===== config.mk =====
export PLATFORM = sky130hd
export DESIGN_NAME = hypot_unit
export DESIGN_NICKNAME = d
export VERILOG_FILES = /design/src/rtl/hypot_pkg.sv /design/src/rtl/isqrt_seq.sv /design/src/rtl/hypot_unit.sv
export SDC_FILE = /design/constraint.sdc
export NUM_CORES = 1
export LEC_CHECK = 0
export ABC_AREA = 1
export CORE_MARGIN = 2
export CORE_UTILIZATION = 55
export DETAILED_ROUTE_END_ITERATION = 16
export HOLD_SLACK_MARGIN = 0.1
export PLACE_DENSITY = 0.81
export SKIP_CTS_REPAIR_TIMING = 1
export SLEW_MARGIN = 20
export SYNTH_ARGS = -nofsm -noshare
export SYNTH_HDL_FRONTEND = slang
export SYNTH_HIERARCHICAL = 1
export SYNTH_SLANG_ARGS = --single-unit

===== constraint.sdc =====
create_clock -name clk -period 3.4 [get_ports clk]
set_input_delay 0.68 -clock clk [delete_from_list [all_inputs] [get_ports clk]]
set_output_delay 0.68 -clock clk [all_outputs]
set_load 0.03 [all_outputs]

===== src/rtl/hypot_pkg.sv =====
// rtl/hypot_pkg.sv - shared widths, state codes and saturation helper for hypot_unit
package hypot_pkg;

    localparam int OP_W     = 8;
    localparam int SUM_W    = 17;
    localparam int ROOT_W   = 9;
    localparam int MUL_CYC  = 8;
    localparam int SQRT_CYC = 9;

    localparam logic [OP_W-1:0] Y_MAX = 8'd255;

    typedef logic [2:0] state_t;

    localparam state_t ST_IDLE  = 3'd0;
    localparam state_t ST_MUL_A = 3'd1;
    localparam state_t ST_MUL_B = 3'd2;
    localparam state_t ST_SQRT  = 3'd3;
    localparam state_t ST_DONE  = 3'd4;

    function automatic logic [OP_W-1:0] sat_root(input logic [ROOT_W-1:0] r);
        return (r > ROOT_W'(Y_MAX)) ? Y_MAX : r[OP_W-1:0];
    endfunction

endpackage


===== src/rtl/isqrt_seq.sv =====
// rtl/isqrt_seq.sv - restoring bit-pair integer square root, fixed 9-cycle latency
module isqrt_seq
    import hypot_pkg::*;
(
    input  logic              clk,
    input  logic              rst,
    input  logic              start,
    input  logic [SUM_W-1:0]  radicand,
    output logic              done,
    output logic [ROOT_W-1:0] root
);

    localparam int REM_W = 12;

    logic [SUM_W:0]      rad_q, rad_d, src_rad;
    logic [REM_W-1:0]    rem_q, rem_d, src_rem, rem_sh, trial;
    logic [ROOT_W-1:0]   root_q, root_d, src_root, root_step;
    logic [3:0]          cnt_q, cnt_d;
    logic                run_q, run_d;
    logic                ge;

    // The start cycle already performs the first iteration straight from the
    // radicand input, so the ninth iteration lands in the ninth cycle.
    always_comb begin
        src_rad   = start ? {1'b0, radicand} : rad_q;
        src_rem   = start ? '0 : rem_q;
        src_root  = start ? '0 : root_q;
        rem_sh    = (src_rem << 2) | {{(REM_W-2){1'b0}}, src_rad[SUM_W:SUM_W-1]};
        trial     = {1'b0, src_root, 2'b01};
        ge        = (rem_sh >= trial);
        root_step = (src_root << 1) | {{(ROOT_W-1){1'b0}}, ge};
        done      = run_q && (cnt_q == 4'(SQRT_CYC - 1));
        root      = root_step;

        rad_d  = rad_q;
        rem_d  = rem_q;
        root_d = root_q;
        cnt_d  = cnt_q;
        run_d  = run_q;

        if (start || run_q) begin
            rad_d  = src_rad << 2;
            rem_d  = ge ? (rem_sh - trial) : rem_sh;
            root_d = root_step;
            cnt_d  = start ? 4'd1 : cnt_q + 4'd1;
            run_d  = start ? 1'b1 : !done;
        end
    end

    always_ff @(posedge clk or posedge rst) begin
        if (rst) begin
            rad_q  <= '0;
            rem_q  <= '0;
            root_q <= '0;
            cnt_q  <= '0;
            run_q  <= 1'b0;
        end else begin
            rad_q  <= rad_d;
            rem_q  <= rem_d;
            root_q <= root_d;
            cnt_q  <= cnt_d;
            run_q  <= run_d;
        end
    end

endmodule


===== src/rtl/hypot_unit.sv =====
// rtl/hypot_unit.sv - iterative floor(sqrt(a*a+b*b)) with 8-bit saturating result
module hypot_unit
    import hypot_pkg::*;
(
    input  logic            clk,
    input  logic            rst,
    input  logic            start,
    input  logic [OP_W-1:0] a,
    input  logic [OP_W-1:0] b,
    output logic            ready,
    output logic            busy,
    output logic [OP_W-1:0] y
);

    state_t              state_q, state_d;
    logic [OP_W-1:0]     a_q, a_d, b_q, b_d;
    logic [2*OP_W-1:0]   mcand_q, mcand_d;
    logic [SUM_W-1:0]    acc_q, acc_d;
    logic [3:0]          cnt_q, cnt_d;
    logic [OP_W-1:0]     y_q, y_d;
    logic                mul_bit;
    logic                sqrt_start;
    logic                sqrt_done;
    logic [ROOT_W-1:0]   sqrt_root;

    isqrt_seq u_isqrt (
        .clk      (clk),
        .rst      (rst),
        .start    (sqrt_start),
        .radicand (acc_q),
        .done     (sqrt_done),
        .root     (sqrt_root)
    );

    // Both squares share one adder: the multiplier bit is picked from the
    // operand belonging to the current phase while the multiplicand shifts.
    assign mul_bit = (state_q == ST_MUL_A) ? a_q[cnt_q[2:0]] : b_q[cnt_q[2:0]];

    always_comb begin
        state_d    = state_q;
        a_d        = a_q;
        b_d        = b_q;
        mcand_d    = mcand_q;
        acc_d      = acc_q;
        cnt_d      = cnt_q;
        y_d        = y_q;
        sqrt_start = 1'b0;

        case (state_q)
            ST_IDLE: begin
                if (start) begin
                    a_d     = a;
                    b_d     = b;
                    mcand_d = {{OP_W{1'b0}}, a};
                    acc_d   = '0;
                    cnt_d   = '0;
                    state_d = ST_MUL_A;
                end
            end
            ST_MUL_A, ST_MUL_B: begin
                if (mul_bit) begin
                    acc_d = acc_q + {1'b0, mcand_q};
                end
                mcand_d = mcand_q << 1;
                cnt_d   = cnt_q + 4'd1;
                if (cnt_q == 4'(MUL_CYC - 1)) begin
                    cnt_d = '0;
                    if (state_q == ST_MUL_A) begin
                        mcand_d = {{OP_W{1'b0}}, b_q};
                        state_d = ST_MUL_B;
                    end else begin
                        state_d = ST_SQRT;
                    end
                end
            end
            ST_SQRT: begin
                sqrt_start = (cnt_q == 4'd0);
                cnt_d      = cnt_q + 4'd1;
                if (sqrt_done) begin
                    y_d     = sat_root(sqrt_root);
                    cnt_d   = '0;
                    state_d = ST_DONE;
                end
            end
            ST_DONE: begin
                state_d = ST_DONE;
            end
            default: begin
                state_d = ST_IDLE;
            end
        endcase
    end

    always_ff @(posedge clk or posedge rst) begin
        if (rst) begin
            state_q <= ST_IDLE;
            a_q     <= '0;
            b_q     <= '0;
            mcand_q <= '0;
            acc_q   <= '0;
            cnt_q   <= '0;
            y_q     <= '0;
        end else begin
            state_q <= state_d;
            a_q     <= a_d;
            b_q     <= b_d;
            mcand_q <= mcand_d;
            acc_q   <= acc_d;
            cnt_q   <= cnt_d;
            y_q     <= y_d;
        end
    end

    assign ready = (state_q == ST_IDLE);
    assign busy  = (state_q == ST_MUL_A) || (state_q == ST_MUL_B) || (state_q == ST_SQRT);
    assign y     = y_q;

endmodule


=== After elaboration in Yosys (flattened, before gate mapping) ===
Cells that the tools add are included.

* Register bits after elaboration: 104
* Output and inout bits: 10
* Word-level logic and storage cells: 76
* Input port bits: 19

* Add/sub/neg operators: 4
* Muxes and demuxes: 29
* Reductions and logical operators: 16
* Bitwise gates (word level): 2
* Equal/unequal tests: 10
* Magnitude comparators: 3

{| class="wikitable"
|+ Operator list
! cell !! count
|-
| two-way mux 16 bit || 3
|-
| two-way mux 17 bit || 2
|-
| one-hot mux 17 bit (2 select lines) || 1
|-
| one-hot mux 16 bit (2 select lines) || 1
|-
| two-way mux 10 bit || 2
|-
| two-way mux 18 bit || 1
|-
| adder 17 x 16 -> 17 bit || 1
|-
| two-way mux 4 bit || 4
|-
| >= comparator 12 x 11 -> 1 bit || 1
|-
| OR 12 x 2 -> 12 bit || 1
|-
| one-hot mux 3 bit (4 select lines) || 1
|-
| one-hot mux 4 bit (3 select lines) || 1
|-
| subtractor 10 bit || 1
|-
| greater-than comparator 9 x 8 -> 1 bit, second input constant || 1
|-
| two-way mux 3 bit || 3
|-
| two-way mux 9 bit || 1
|-
| OR 9 x 1 -> 9 bit || 1
|-
| adder 4 x 1 -> 4 bit, second input constant || 2
|-
| two-way mux 8 bit || 1
|-
| != test 2 bit, second input constant || 4
|-
| AND reduction 2 bit || 4
|-
| binary-select mux 1 bit (select 3 bit) || 2
|-
| equality test 3 x 2 -> 1 bit, second input constant || 2
|-
| two-way mux 1 bit || 6
|-
| 14 further kinds || 17
|}

=== Longest topological paths before layout ===
Gate-level depths: netlist of the first run.

* Depth after elaboration: 8
* Depth in mapped cells: 20
* Gate-level depth less buffers: 17

=== Modules after synthesis ===
Netlist of the first run, hierarchy kept.

{| class="wikitable"
|+ Modules (own cells, without submodules)
! module !! times used !! cells an instance !! area each (um^2) !! seq. area each (um^2)
|-
| hypot_unit || 1 || 528 || 4056.4 || 1601.5
|-
| isqrt_seq || 1 || 329 || 2458.6 || 1001.0
|}

=== Worst setup path after synthesis of the first run ===
OpenSTA, ideal clock, no wires.

* Path type: reg2reg
* Start point: register, netlist name cnt_q[1]
* End point: register y_q[0] (netlist: y[0])
* Clock period less this slack: 3.257 ns
* Required time: 3.270 ns
* Arrival time: 3.127 ns
* Path buffers: 5
* Setup slack: 0.143 ns
* Cell stages (with the launch flop): 21
* Cells stage by stage: dfrtp_1 > inv_2 > ha_1 > inv_1 > nor4_1 > buf_4 > buf_2 > buf_2 > nor2_1 > inv_2 > ha_1 > nand2_1 > nand2_1 > nand2_1 > nand2_1 > a21oi_2 > nand3_2 > buf_6 > buf_4 > nor2_1 > o21ai_0

{| class="wikitable"
|+ RTL lines
! item !! line !! text
|-
| end signal, assigned || hypot_unit.sv:110 || <nowiki>y_q <= y_d;</nowiki>
|-
| end, declared || hypot_unit.sv:20 || <nowiki>logic [OP_W-1:0] y_q, y_d;</nowiki>
|}

==> results of run 1 <==
cells by family after synthesis:
kind of cell             synth area share
multiplexers                      0.00807
AND/OR/NAND/NOR                     0.281
XOR/XNOR                          0.00807
flip-flops                          0.399
adder cells (fa/ha/maj)            0.0626
buffers and inverters               0.107
AO/OA/AOI/OAI                       0.134
flip-flops by register name, summed over array words and instances, names as in the netlist:
name,cells
acc_q,17
mcand_q,16
u_isqrt/rad_q,16
u_isqrt/rem_q,10
u_isqrt/root_q,9
a_q,8
b_q,8
y,8
cnt_q,4
u_isqrt/cnt_q,4
state_q,3
u_isqrt/run_q,1
cell type report:
class | count | area share
inverters | 135 | 0.0707
clock buffers | 10 | 0.0319
repair buffers | 39 | 0.0506
well taps | 143 | 0.0250
multi-input cells | 593 | 0.449
clock inverters | 5 | 0.00925
flip-flops and latches | 104 | 0.363
per-layer routing:
| layer | track usage | part of all wire | wire length (um) | vias up |
|---|---|---|---|---|
| li1 | - | - | - | 2805 |
| met1 | 0.315 | 0.45 | 6480 | 2561 |
| met2 | 0.413 | 0.48 | 7010 | 138 |
| met3 | 0.0493 | 0.052 | 749 | 29 |
| met4 | 0.0829 | 0.020 | 286 | 0 |
| met5 | 0 | 0 | 0 | - |
synthesized netlist by cell type, drive strengths merged, types with 2 or more instances:
| library cell | count | share of area |
|---|---|---|
| nand2 | 243 | 0.15 |
| inv | 135 | 0.078 |
| dfrtp | 104 | 0.40 |
| nor2 | 76 | 0.048 |
| o21ai | 72 | 0.062 |
| nand3 | 59 | 0.052 |
| a21oi | 40 | 0.032 |
| ha | 31 | 0.060 |
| buf | 21 | 0.027 |
| o22ai | 13 | 0.012 |
| o221ai | 9 | 0.012 |
| nand4 | 6 | 0.0058 |
| nor3 | 6 | 0.0081 |
| or2 | 6 | 0.0058 |
| nand3b | 5 | 0.0063 |
| o211ai | 5 | 0.0058 |
| clkbuf | 4 | 0.0023 |
| mux2 | 4 | 0.0081 |
| xor2 | 4 | 0.0054 |
| a21o | 3 | 0.0035 |
| a22oi | 3 | 0.0035 |
| xnor2 | 2 | 0.0027 |
worst reg2reg max path, stage by stage (launching register included):
cell     delay, ns
dfrtp_1       0.46
inv_2         0.15
ha_1          0.16
inv_1         0.04
nor4_2        0.43
buf_4         0.26
nor2_1        0.08
ha_1          0.33
nand2_1       0.08
nand2_1       0.07
nand2_1       0.06
nand2_1       0.08
a21oi_2       0.20
nand3_2       0.18
buf_4         0.22
nand2_1       0.06
nand2_1       0.05
o21ai_1       0.13
final timing paths:
path | start | endpoint | slack (ns) | cells after the start
max reg2reg | cnt_q[1] | u_isqrt/rem_q[4] | 0.28 | 17
min | y[1] | y[1] | 0.48 | 2
max | cnt_q[1] | u_isqrt/rem_q[4] | 0.28 | 17
max in group asynchronous | rst | mcand_q[15] | 1.87 | 3
min reg2reg | y[1] | y[1] | 0.48 | 2
min in group asynchronous | rst | y[3] | 0.58 | 2
through the flow:
step | instances | setup slack [ns] | hold slack, ns | instance area [sq um]
detailed placement | 1014 | 0.323 | 0.466 | 6870
global route | 1029 | 0.0381 | 0.496 | 7170
CTS | 1029 | 0.300 | 0.480 | 7170
floorplan | 857 | 0.143 | 0.440 | 6520
global placement | 1014 | 0.416 | 0.457 | 6870
finish | 1029 | 0.284 | 0.482 | 7170
==> impl_metrics.ini, run 1 <==
[routing]
vias = 5533
drc = 0
drt-wirelength-per-cell_um = 14.1
postRouteAntennaNets = 0
firstDrtPassIters = 5
viasPerCell = 5.38
routed_wl_um = 14500
drt_iter0_markers = 311

[die]
core_area_sq_um = 11500
die_h_um = 113
die_area_sq_um = 12700
start_util = 0.568
die_x_um = 113
rows = 39
ios = 29

[setup_path]
critPathRequiredTime_ns = 3.68
max_stage_delay_ns = 0.46
path_max_fanout = 10
start_kind = register
crit_top_cell = nand2_1
critical_path_buf_inv_count = 4
cp-end-kind = register
cpLargestDelayFamily = simple AND/OR/NAND/NOR gates
slowest_stage = dfrtp_1
crit_path_cell_trace = inv_2 > ha_1 > inv_1 > nor4_2 > buf_4 > nor2_1 > ha_1 > nand2_1 > nand2_1 > nand2_1 > nand2_1 > a21oi_2 > nand3_2 > buf_4 > nand2_1 > nand2_1 > o21ai_1
arrival_ns = 3.39
critPathKind = register to register

[cells_and_area]
seq_area_sq_um = 2600
num-fill-cells = 1011
multi_input_area_sq_um = 3220
nets = 933
final_cell_mix = nand2_1, inv_1, dfrtp_1
antenna_cells = 0
final_common_cell = nand2_1
drive_gt1_frac = 0.117
utilization = 0.625
syn2layout_area_growth_pct = 10.0

[yosys]
ys_warn_count = 6
synth_edf_count = 0
syn_avg_cell_area_sq_um = 7.60
ys_types = 47
ys_seq_area_frac = 0.399
synth_ff_type = dfrtp_1
syn-instance-count = 857
syn_nets = 908
async_flop_share = 1.00
syn_area_sq_um = 6510
ys_ff_latch = 104

[grt]
gr-usage-all-layers = 0.244
grt_remaining_overflow = 0
grt_pass1_vias = 5326
antenna_found_initial = 0
grt_max_degree = 57
grt_pass1_wl_um = 25100

[clock_network]
clk-insertion-delay-late_ns = 0.36
cts-root-buf = clkbuf_16
path_clk_slew_ns = 0.07
cts_buffers = 9
cts_max_level = 3
clock_path_buffers = 2
cts_num_sinks = 104
cts_tree = yes

[place]
dp_hpwl_um = 10700
gp_congestion = 0.955
io_buffers = 28

[sta]
fin_skew_ns = 0.0113
rsz0062_at_grt = no
hold_viol_final = 0
relSlewSlack = 0.530
setup_viol = 0
fin_crit_ns = 3.12
slew_violations = 0
timing.final.crit_share = 0.916
fin_setup_tns_ns = 0
fmax_mhz = 321
tightest_slew_ns = 0.705

[min_path]
hold_path_class = register to register

[status]
status = finished, final reports clean

[flow_run]
drv_cap = 0
Power of run 1 is not shown: default switching activity piles up to over one toggle a cycle in this logic, so the estimate is an artifact.
==> inputs of run 2 (changes only) <==
--- a/config.mk
+++ b/config.mk
@@ -7,11 +7,13 @@
 export LEC_CHECK = 0
 export ABC_AREA = 1
 export CORE_MARGIN = 2
-export CORE_UTILIZATION = 55
+export CORE_UTILIZATION = 61
+export CTS_CLUSTER_DIAMETER = 30
 export DETAILED_ROUTE_END_ITERATION = 16
 export HOLD_SLACK_MARGIN = 0.1
-export PLACE_DENSITY = 0.81
+export PLACE_DENSITY = 0.85
 export SKIP_CTS_REPAIR_TIMING = 1
+export SKIP_LAST_GASP = 1
 export SLEW_MARGIN = 20
 export SYNTH_ARGS = -nofsm -noshare
 export SYNTH_HDL_FRONTEND = slang
==> constraint.sdc (replaced) <==
create_clock -name clk -period 3.45 [get_ports clk]
set_input_delay 0.69 -clock clk [delete_from_list [all_inputs] [get_ports clk]]
set_output_delay 0.69 -clock clk [all_outputs]
set_load 0.03 [all_outputs]
==> impl_metrics.ini, run 2 (synthesis results as in run 1) <==
[status]
status = finished, final reports clean

[setup_path]
start_kind = register
slowest_stage = dfrtp_1
crit_top_cell = nand2_1
r2r-end = u_isqrt/rem_q[8]
cp-end-kind = register
critPathRequiredTime_ns = 3.73
path_max_fanout = 19
crit_path_cell_trace = inv_2 > ha_1 > inv_1 > nor4_2 > buf_4 > nor2_1 > inv_1 > ha_1 > a21oi_1 > nand2_1 > a21oi_2 > nand3_2 > nand2_2 > nand2_1 > nand2_1 > nand2_1
arrival_ns = 3.41
max_stage_delay_ns = 0.46
ff2ff_path_depth = 16
r2r_slack_ns = 0.32
critical_path_buf_inv_count = 4
cpLargestDelayFamily = simple AND/OR/NAND/NOR gates
r2r-start = cnt_q[1]
critPathKind = register to register

[routing]
drc = 0
wl_met3_um = 704
postRouteAntennaNets = 0
drt-wirelength-per-cell_um = 14.1
viasPerCell = 5.43
dr_wl_met2_um = 6970
drt_iter0_markers = 382
vias = 5535
wl_met1_um = 6300
routed_wl_um = 14300
firstDrtPassIters = 5
top_layer = met4

[min_path]
hold_path_class = register to register
holdPathEnd = y[0]
hold_depth = 2
min_from = y[0]

[sta]
hold_viol_final = 0
fmax_mhz = 320
tightest_slew_ns = 0.692
fin_skew_ns = 0.0114
fin_setup_tns_ns = 0
rsz0062_at_grt = no
timing.final.crit_share = 0.907
fin_crit_ns = 3.13
relSlewSlack = 0.537
setup_viol = 0
slew_violations = 0

[clock_network]
cts-root-buf = clkbuf_8
path_clk_slew_ns = 0.10
cts_tree = yes
cts_num_sinks = 104
cts_buffers = 9
cts_max_level = 3
clk-insertion-delay-late_ns = 0.39
clock_path_buffers = 2

[cells_and_area]
final_common_cell = nand2_1
top_register = acc_q
num-fill-cells = 899
final_cell_mix = nand2_1, inv_1, dfrtp_1
largest_reg_flops = 17
utilization = 0.677
syn2layout_area_growth_pct = 7.78
antenna_cells = 0
nets = 930
drive_gt1_frac = 0.115
reg_top3 = acc_q: 17 flops, mcand_q: 16 flops, u_isqrt/rad_q: 16 flops

[grt]
grt_pass1_vias = 5380
antenna_found_initial = 0
grt_remaining_overflow = 0
grt_pass1_wl_um = 25100
gr-usage-all-layers = 0.276
grt_max_degree = 41

[die]
die_area_sq_um = 11500
start_util = 0.628
die_h_um = 107
core_area_sq_um = 10400
ios = 29
rows = 37
die_x_um = 107

[place]
gp_congestion = 0.957
io_buffers = 28
dp_hpwl_um = 10800

[flow_run]
drv_cap = 0
-- run 2: cell count changes in the layout (fill, tap and decap cells not counted) --
cell        previous run  this run
clkbuf_16              9         0
inv_8                  1         0
clkinvlp_4             1         3
buf_4                 11         8
clkbuf_8               0        10
bufinv_16              1         0
-- run 2: through the flow --
step                      worst slack [ns]  std cells  instance area, sq um  hold slack [ns]
after floorplan                      0.193        857                  6520            0.440
after global placement               0.494       1004                  6840            0.464
after detailed placement             0.388       1004                  6840            0.466
after CTS                            0.357       1020                  7020            0.487
after global routing                0.0483       1020                  7020            0.526
final                                0.322       1020                  7020            0.491
-- run 2: area by class of cell --
class / instances / area (sq um) / area share
clock buffer: 11 / 141 / 0.0201
timing repair buffer: 36 / 340 / 0.0485
inverter: 135 / 507 / 0.0722
clock inverter: 5 / 40.0 / 0.00570
tap: 136 / 170 / 0.0242
multi-input combinational: 593 / 3220 / 0.459
sequential: 104 / 2600 / 0.371
-- run 2: per-layer routing --
| layer | GRT usage | vias up |
|---|---|---|
| met2 | 0.460 | 145 |
| li1 | - | 2790 |
| met3 | 0.0545 | 28 |
| met1 | 0.357 | 2572 |
| met5 | 0 | - |
| met4 | 0.0998 | 0 |
-- run 2: worst register-to-register path: cells and delay by family, from the launching register on --
kind            cells  cell delay, ns
fa+ha+maj           2            0.44
flops               1            0.46
simple gates        8            1.18
compound gates      2            0.36
buf+inv             4            0.57
-- run 2: worst max-delay path by stage --
stage | startpoint | to | slack (ns) | depth (start not counted)
global route | cnt_q[1] | u_isqrt/rem_q[6] | 0.05 | 17
CTS | cnt_q[1] | u_isqrt/rem_q[8] | 0.36 | 18
detailed placement | cnt_q[1] | u_isqrt/rem_q[9] | 0.39 | 18
finish | cnt_q[1] | u_isqrt/rem_q[8] | 0.32 | 16
global placement | cnt_q[1] | u_isqrt/rem_q[9] | 0.49 | 18
floorplan | cnt_q[1] | y[0] | 0.19 | 20
Power of run 2 is left out for the same reason.
==> inputs of run 3 (changes only) <==
--- a/config.mk
+++ b/config.mk
@@ -6,16 +6,16 @@
 export NUM_CORES = 1
 export LEC_CHECK = 0
 export ABC_AREA = 1
+export CORE_ASPECT_RATIO = 1.5
 export CORE_MARGIN = 2
 export CORE_UTILIZATION = 61
 export CTS_CLUSTER_DIAMETER = 30
 export DETAILED_ROUTE_END_ITERATION = 16
 export HOLD_SLACK_MARGIN = 0.1
-export PLACE_DENSITY = 0.85
+export PLACE_DENSITY = 0.86
 export SKIP_CTS_REPAIR_TIMING = 1
 export SKIP_LAST_GASP = 1
 export SLEW_MARGIN = 20
 export SYNTH_ARGS = -nofsm -noshare
 export SYNTH_HDL_FRONTEND = slang
-export SYNTH_HIERARCHICAL = 1
 export SYNTH_SLANG_ARGS = --single-unit
==> impl_metrics.ini, run 3 <==
[setup_path]
cpLargestDelayFamily = simple AND/OR/NAND/NOR gates
ff2ff_path_depth = 11
slowest_stage = nor2_2
critical_path_buf_inv_count = 3
max_stage_delay_ns = 0.83
r2r_slack_ns = 0.39
arrival_ns = 3.30
start_kind = register
crit_top_cell = nand2_1
critPathKind = register to register
path_max_fanout = 30
cp.depth = 11
crit_path_cell_trace = inv_1 > ha_1 > nand3_1 > nor2_4 > buf_4 > nor2_2 > inv_2 > nand2_1 > o21ai_0 > o21ai_1 > nand2_1
critPathRequiredTime_ns = 3.68
r2r-end = u_isqrt.rem_q[7]
cp-end-kind = register
r2r-start = cnt_q[1]

[routing]
drt-wirelength-per-cell_um = 15.4
drt_iter0_markers = 380
firstDrtPassIters = 5
routed_wl_um = 14000
postRouteAntennaNets = 0
drc = 0
viasPerCell = 5.81
vias = 5280

[grt]
grt_pass1_vias = 5423
grt_remaining_overflow = 0
antenna_found_initial = 0
grt_max_degree = 65
gr-usage-all-layers = 0.272
grt_pass1_wl_um = 23400

[yosys]
yosys-top-cells-area = dfrtp_1, nand2_1, ha_1
ys_seq_area_frac = 0.436
ys_types = 40
syn_avg_cell_area_sq_um = 7.79
synth_ff_type = dfrtp_1
syn-instance-count = 766
yosysMostFrequentCell = nand2_1
syn_nets = 817
async_flop_share = 1.00
yosys.area.top_type = dfrtp_1
ys_ff_latch = 104
synth_common_cells = nand2_1, dfrtp_1, inv_1, o21ai_0, nor2_1
ys_warn_count = 0
syn_area_sq_um = 5970
synth_edf_count = 0
synth_top_cell_area_share = 0.436

[clock_network]
cts_tree = yes
cts_num_sinks = 104
cts_max_level = 3
cts_buffers = 9
clk-insertion-delay-late_ns = 0.35
clock_path_buffers = 2
path_clk_slew_ns = 0.08
cts-root-buf = clkbuf_16

[cells_and_area]
final_cell_mix = nand2_1, dfrtp_1, o21ai_0
top_register = acc_q
utilization = 0.693
num-fill-cells = 771
final_common_cell = nand2_1
largest_reg_flops = 17
nets = 840
antenna_cells = 0
drive_gt1_frac = 0.0705
reg_top3 = acc_q: 17 flops, mcand_q: 16 flops, u_isqrt.rad_q: 16 flops
syn2layout_area_growth_pct = 11.2

[sta]
slew_violations = 0
hold_ws_ns = 0.492
rsz0062_at_grt = no
fmax_mhz = 326
fin_crit_ns = 3.06
tightest_slew_ns = 1.10
relSlewSlack = 0.267
hold_viol_final = 0
fin_skew_ns = 0.00741
setup_viol = 0
timing.final.crit_share = 0.888
fin_setup_tns_ns = 0

[die]
rows = 44
die_x_um = 84.8
start_util = 0.623
die_area_sq_um = 10600
die_h_um = 125
ios = 29
core_area_sq_um = 9580

[pwr]
vdd_drop_max_v = 0.000675
leakagePower_nw = 3.33
p_per_area_nw_per_um2 = 1060

[place]
gp_congestion = 0.958
io_buffers = 28
dp_hpwl_um = 10500

[min_path]
hold_depth = 2
hold_path_class = register to register
holdPathEnd = u_isqrt.root_q[1]
min_from = u_isqrt.root_q[1]

[status]
status = finished, final reports clean

[flow_run]
drv_cap = 0
## run 3: kinds of logic after synthesis
logic type	after synthesis	share of synthesized area
AND/OR/NAND/NOR	343	0.236
AO/OA/AOI/OAI	172	0.165
flip-flops	104	0.436
buffers and inverters	101	0.0744
adder cells (fa/ha/maj)	32	0.0683
XOR/XNOR	14	0.0205
## run 3: how the worst max path moves through the flow
| stage | start | endpoint | slack (ns) |
|---|---|---|---|
| 2_1_floorplan | rst | a_q[0] | 0.03 |
| 3_3_place_gp | cnt_q[1] | u_isqrt.rem_q[2] | 0.42 |
| 3_5_place_dp | cnt_q[1] | y[0] | 0.29 |
| 4_1_cts | cnt_q[1] | y[0] | 0.26 |
| 5_1_grt | cnt_q[1] | u_isqrt.rem_q[2] | 0.04 |
| 6_report | cnt_q[1] | u_isqrt.rem_q[7] | 0.39 |
## run 3: metal layers
layer / routed length [um] / up-vias / GRT usage
met3: 455 / 62 / 0.0429
met1: 5360 / 2484 / 0.293
met5: 0 / - / 0
met4: 755 / 0 / 0.164
li1: - / 2571 / -
met2: 7400 / 163 / 0.489
## run 3: layout make-up
| class | instances | area (sq um) | share of cell area |
|---|---|---|---|
| Clock buffer | 9 | 225 | 0.0339 |
| Clock inverter | 7 | 83.8 | 0.0126 |
| Inverter | 74 | 280 | 0.0422 |
| Multi-Input combinational cell | 561 | 2930 | 0.441 |
| Sequential cell | 104 | 2600 | 0.392 |
| Tap cell | 115 | 144 | 0.0217 |
| Timing Repair Buffer | 39 | 375 | 0.0565 |
## run 3: worst register-to-register path: stages, from the launching register on
cell     delay [ns]
dfrtp_2        0.47
inv_1          0.08
ha_1           0.20
nand3_1        0.13
nor2_4         0.10
buf_4          0.21
nor2_2         0.84
inv_2          0.38
nand2_1        0.23
o21ai_0        0.12
o21ai_1        0.13
nand2_1        0.07
## run 3: stage by stage
| step | std cells | cell area, sq um | power [mW] | worst slack [ns] |
|---|---|---|---|---|
| final | 909 | 6640 | 7.05 | 0.387 |
| after global routing | 909 | 6640 | 7.66 | 0.0415 |
| after CTS | 907 | 6620 | 7.02 | 0.264 |
| after detailed placement | 891 | 6310 | 5.94 | 0.287 |
| after global placement | 891 | 6310 | 5.76 | 0.417 |
| after floorplan | 766 | 5970 | 5.02 | 0.0278 |
## run 3: power breakdown
group          leakage, nW  internal (mW)  switching (mW)
registers             1.34           1.73           0.361
clock network        0.149          0.579           0.481
logic                 1.85           1.37            2.53
total                 3.33           3.68            3.37
No activity file was read; power rests on OpenSTA's default activity.
